--- config.mk ---
export PLATFORM = sky130hd
export DESIGN_NAME = int_sync_crossing_sink
export DESIGN_NICKNAME = d
export VERILOG_FILES = /design/src/rtl/int_sync_pkg.sv /design/src/rtl/int_sync_chain.sv /design/src/rtl/int_sync_crossing_sink.sv
export SDC_FILE = /design/constraint.sdc
export NUM_CORES = 1
export LEC_CHECK = 0
export CORE_AREA = 8 8 45 47
export DETAILED_ROUTE_END_ITERATION = 10
export DIE_AREA = 0 0 53 55
export DONT_BUFFER_PORTS = 1
export HOLD_SLACK_MARGIN = 0.05
export PLACE_DENSITY_LB_ADDON = 0.15
export SYNTH_ARGS = -nofsm -noshare
export SYNTH_HDL_FRONTEND = slang
export SYNTH_HIERARCHICAL = 1
export SYNTH_SLANG_ARGS = --single-unit
--- constraint.sdc ---
create_clock -name clock -period 0.93 [get_ports clock]
set_clock_uncertainty 0.2 [all_clocks]
set_input_delay 0.1395 -clock clock [delete_from_list [all_inputs] [get_ports clock]]
set_output_delay 0.1395 -clock clock [all_outputs]
set_load 0.02 [all_outputs]
--- src/rtl/int_sync_pkg.sv ---
// Shared constants and helpers for the interrupt sync crossing blocks.
package int_sync_pkg;

  localparam int SYNC_MAX   = 8;
  localparam int FILTER_MAX = 255;

  // Bits needed to count 0..n-1, never less than one so a counter always exists.
  function automatic int clog2(input int n);
    int r;
    r = 0;
    for (int i = 0; i < 31; i++) begin
      if ((1 << i) < n) r = i + 1;
    end
    return (r < 1) ? 1 : r;
  endfunction

endpackage

--- src/rtl/int_sync_chain.sv ---
// W-wide multi-flop synchronizer. Kept as its own module so CDC/timing
// constraints can target the chain flops directly; no logic between stages.
module int_sync_chain #(
  parameter int W    = 1,
  parameter int SYNC = 3
) (
  input  logic         clock,
  input  logic         reset,
  input  logic [W-1:0] d,
  output logic [W-1:0] q
);

  logic [W-1:0] stage [SYNC];

  // Shift the asynchronous levels through SYNC flops; async active-low clear.
  always_ff @(posedge clock or negedge reset) begin
    if (!reset) begin
      for (int k = 0; k < SYNC; k++) stage[k] <= '0;
    end else begin
      stage[0] <= d;
      for (int k = 1; k < SYNC; k++) stage[k] <= stage[k-1];
    end
  end

  assign q = stage[SYNC-1];

endmodule

--- src/rtl/int_sync_crossing_sink.sv ---
// Receiving end of the interrupt sync crossing: synchronize each line, apply an
// optional per-bit stability filter, and emit the level plus rise/fall pulses.
module int_sync_crossing_sink
  import int_sync_pkg::*;
#(
  parameter int W      = 1,
  parameter int SYNC   = 3,
  parameter int FILTER = 1
) (
  input  logic         clock,
  input  logic         reset,
  input  logic [W-1:0] auto_in_sync,
  output logic [W-1:0] auto_out,
  output logic [W-1:0] auto_out_rise,
  output logic [W-1:0] auto_out_fall
);

  localparam int             CNT_W    = clog2(FILTER);
  localparam logic [CNT_W-1:0] CNT_LAST = CNT_W'(FILTER - 1);

  logic [W-1:0]     s_p0;
  logic [CNT_W-1:0] cnt_p1 [W];
  logic [W-1:0]     update;

  // ---- stage p0: synchronized levels ----
  int_sync_chain #(
    .W    (W),
    .SYNC (SYNC)
  ) u_chain (
    .clock (clock),
    .reset (reset),
    .d     (auto_in_sync),
    .q     (s_p0)
  );

  // ---- stage p1: filter and edge pulses ----
  // A bit flips once its mismatch against auto_out has lasted FILTER samples.
  always_comb begin
    update = '0;
    for (int i = 0; i < W; i++) begin
      update[i] = (s_p0[i] != auto_out[i]) && (cnt_p1[i] == CNT_LAST);
    end
  end

  // Count consecutive mismatching samples; any agreement or a flip restarts at 0.
  always_ff @(posedge clock or negedge reset) begin
    if (!reset) begin
      for (int i = 0; i < W; i++) cnt_p1[i] <= '0;
    end else begin
      for (int i = 0; i < W; i++) begin
        if ((s_p0[i] == auto_out[i]) || update[i]) cnt_p1[i] <= '0;
        else                                       cnt_p1[i] <= cnt_p1[i] + 1'b1;
      end
    end
  end

  // Register the filtered level and a pulse marking the first cycle of a new value.
  always_ff @(posedge clock or negedge reset) begin
    if (!reset) begin
      auto_out      <= '0;
      auto_out_rise <= '0;
      auto_out_fall <= '0;
    end else begin
      auto_out      <= (auto_out & ~update) | (s_p0 & update);
      auto_out_rise <= update & s_p0;
      auto_out_fall <= update & ~s_p0;
    end
  end

endmodule

Word level (Yosys, flattened, before mapping)
Index checks and enable logic that the tools add are counted.

Register bits after elaboration: 7. Bits in latches: 0. RAM bits: 0. Bits in read-only memories: 0. Bits of input ports: 3. Output and inout bits: 3. Word-level logic and storage cells: 20. Memories kept: 0.

Add/subtract/negate cells: 1. $mul: 0. Divide/modulo/power cells: 0. Order comparisons: 0. Eq/ne operators: 2. Shift-type cells: 0. Multiplexer cells: 1. Bitwise logic cells: 7. Reductions and logical operators: 2.

Operators by type and width (count): bitwise AND 1 bit (3); NOT 1 bit (3); adder 1 bit, second input constant (1); == test 1 bit (1); logical AND 1 bit (1); logical OR 1 bit (1); two-way mux 1 bit (1); inequality test 1 bit (1); bitwise OR 1 bit (1).

Logic depth before layout (Yosys ltp)
Depth after elaboration: 5. Depth in mapped cells: 1. Gate-level depth less buffers: 1.

By module
Netlist, hierarchy kept.

By module, submodules not included: int_sync_crossing_sink (times used 1, cells an instance 8, area each 133.9 sq um, sequential area each 100.1 sq um); int_sync_chain (times used 1, cells an instance 3, area each 75.1 sq um, sequential area each 75.1 sq um).

Worst setup path after synthesis
OpenSTA, ideal clock, no wires.

Kind: register -> register. Start point: register (tool-made name). End point: register (tool-made name). Setup time: 0.125 ns. Arrival time: 0.721 ns. Required time: 0.605 ns. Setup slack: -0.116 ns. Cell stages (with the launch flop): 2. Buffers on the path: 0. Period minus slack after synthesis: 1.046 ns. Cells stage by stage: dfrtp_1 mux2_4.

==> results_dict.tcl <==
set metrics [dict create \
    run_status "complete, but fails checks" \
    violations "setup timing" \
    syn-instance-count 11 \
    avgViaCountPerCell 3.31 \
    gp_routability_congestion 0.601 \
    setup_viol 6 \
    grt_setup_unrepaired "yes" \
    cp_data_arrival_time_ns 0.78 \
    detail_route.wirelength_um 351 \
    leakagePower_nw 0.139 \
    cts-hold-fix-buffers 2 \
    ctsRootBufferMaster "sky130_fd_sc_hd__clkbuf_4" \
    total_routing_usage_gr_pct 3.52 \
    cp_cell_sequence "buf_6" \
    worst-endpoint-required_ns 0.59 \
    drv_cap 0 \
    drt-wirelength-per-cell_um 9.75 \
    antenna_violations_before_repair 0 \
    crit_path_top_delay_cell "sky130_fd_sc_hd__dfrtp_2" \
    netlist.top_cell.by_area "sky130_fd_sc_hd__dfrtp_1" \
    clk_path_buf_depth 2 \
    synthXorXnorAreaFrac_pct 0 \
    combined_buffer_and_inverter_count_along_the_critical_path 1 \
    power_density_mw_per_mm2 2090 \
    grt.overflow.total 0 \
    post_synth_and_or_nand_nor_area_fraction_pct 7.19 \
    async_reset_ff_share_pct 100 \
    report.power.total_mw 0.666 \
    largest_net_degree_at_the_start_of_global_routing 8 \
    yosys.area_share.adder_pct 0 \
    timing.reg2reg.setup_slack_ns -0.17 \
    drc 0 \
    ys_top_cells_by_count "sky130_fd_sc_hd__dfrtp_1 (7), sky130_fd_sc_hd__nor3b_1 (2), sky130_fd_sc_hd__conb_1 (1), sky130_fd_sc_hd__mux2_4 (1)" \
    achievable-frequency_mhz 895 \
    die_width_um 53 \
    worst_ir_drop_vdd_uv 1020 \
    drive_gt1_share_pct 60.0 \
    ys_types 4 \
    cts.sinks 7 \
    post-route-period-util_pct 120 \
    syn-num-nets 14 \
    ff2ff_path_depth 2 \
    grt_pass1_vias 133 \
    fin_nets 24 \
    synthDominantCellAreaShare_pct 83.8 \
    synth_edf_count 0 \
    finalHoldViolations 0 \
    ant_nets 0 \
    crit_path_max_fanout 2 \
    worst_setup_path_class "flop to output pin" \
    avgSynthCellArea_um2 19.0 \
    core_region_area_mm2 0.00138 \
    drt_pass1_iterations 2 \
    min_delay_worst_type "primary input to asynchronous set/reset pin" \
    floorplan.die_area_mm2 0.00292 \
    synth_compound_area_share_pct 0 \
    area_growth_pct 52.7 \
    num_io_pins 6 \
    cp-start-kind "flop" \
    drtIter0Drc 2 \
    critical_path.top_delay_family "flip-flops" \
    synth_area_leaders "sky130_fd_sc_hd__dfrtp_1 (84%), sky130_fd_sc_hd__mux2_4 (7.2%), sky130_fd_sc_hd__nor3b_1 (7.2%)" \
    die_h_um 55 \
    placement_rows 14 \
    crit_cells 1 \
    ys.flop_type "sky130_fd_sc_hd__dfrtp_1" \
    ys_ff_latch 7 \
    yosysSeqAreaShare_pct 83.8 \
    cp_slowest_stage_delay_ns 0.40 \
    fill_cells 146 \
    clk_pin_slew_worst_paths_ns 0.05 \
    finalWorstPathRequiredPeriod_ns 1.12 \
    timing.final.max_slew_violations 0 \
    htreeDepth 1 \
    cell_with_the_most_instances_after_synthesis "sky130_fd_sc_hd__dfrtp_1" \
    syn-cell-area_um2 209 \
    vias 119 \
    fin_area_um2 319 \
    dominant_combinational_cell_family_by_area_after_synthesis "multiplexers" \
    placement.cell_area_um2 245 \
    numCtsBuffers 3 \
    placement.io_buffers 0 \
    start_util_pct 15.1 \
    crit_path_end_kind "output pin" \
    grt_first_pass_wirelength_um 579 \
    num_antenna_cells 0 \
    synthesis_warning_total 6 \
    insertion_delay_ns 0.24 \
    setup-tns-final_ns -0.676 \
    setup_slack_ns -0.187 \
    synth_mux_area_share_pct 7.19 \
    tritoncts "yes" \
]
logic make-up (layout without fill, tap and decap cells):
| family | after synthesis | in the layout |
|---|---|---|
| mux | 1 | 1 |
| buf+inv | 0 | 9 |
| other cells | 1 | 1 |
| simple gates | 2 | 2 |
| flops | 7 | 7 |
placed cells by master, fill, tap and decap left out:
master                          n
sky130_fd_sc_hd__clkbuf_4       3
sky130_fd_sc_hd__buf_4          1
sky130_fd_sc_hd__dfrtp_2        3
sky130_fd_sc_hd__conb_1         1
sky130_fd_sc_hd__mux2_4         1
sky130_fd_sc_hd__buf_6          2
sky130_fd_sc_hd__dfrtp_1        4
sky130_fd_sc_hd__dlygate4sd3_1  2
sky130_fd_sc_hd__clkbuf_1       1
sky130_fd_sc_hd__nor3b_2        2
worst max-delay path by stage:
stage / to / start / slack, ns
after global placement: flop / cnt_p1 / -0.06
final: auto_out / flop / -0.19
after detailed placement: auto_out_fall / cnt_p1 / -0.08
after CTS: auto_out / flop / -0.20
after floorplan: flop / flop / -0.09
after global routing: auto_out / flop / -0.22
layer usage:
| metal | global-route usage [%] | vias up | wire length [µm] |
|---|---|---|---|
| met5 | 0 | - | 0 |
| met4 | 2.59 | 0 | 6 |
| met3 | 5.88 | 2 | 92 |
| met2 | 4.10 | 9 | 135 |
| met1 | 2.32 | 57 | 117 |
| li1 | - | 51 | - |
report_power, final:
| group | total [mW] | internal, mW | switching, mW |
|---|---|---|---|
| registers | 0.340 | 0.324 | 0.0154 |
| logic | 0.0562 | 0.0343 | 0.0219 |
| clock network | 0.270 | 0.163 | 0.106 |
| total | 0.666 | 0.522 | 0.144 |
per-stage QoR:
| step | instances | utilization [%] | hold slack (ns) | setup slack, ns |
|---|---|---|---|---|
| floorplan | 11 | - | -0.356 | -0.0941 |
| finish | 36 | 23.1 | 0.0207 | -0.187 |
| detailed placement | 29 | 17.7 | -0.356 | -0.0804 |
| CTS | 36 | 22.7 | 0.0185 | -0.198 |
| global placement | 29 | 17.7 | -0.356 | -0.0602 |
| global route | 36 | 23.1 | 0.0159 | -0.224 |
layout make-up:
cell class              instances  area (µm²)  share of cell area (%)
multi-input cells               4        43.8                    13.7
repair buffers                  5        50.0                    15.7
clock buffers                   4        26.3                    8.24
flip-flops and latches          7         179                    56.1
well taps                      16        20.0                    6.27
timing repair:
action	CTS	global route
endpoints found under the setup margin	6	6
resized for setup	4	2
endpoints found under the hold margin	8	7
pin swaps	0	1
setup buffers	1	0
No activity file was read; power rests on OpenSTA's default activity.
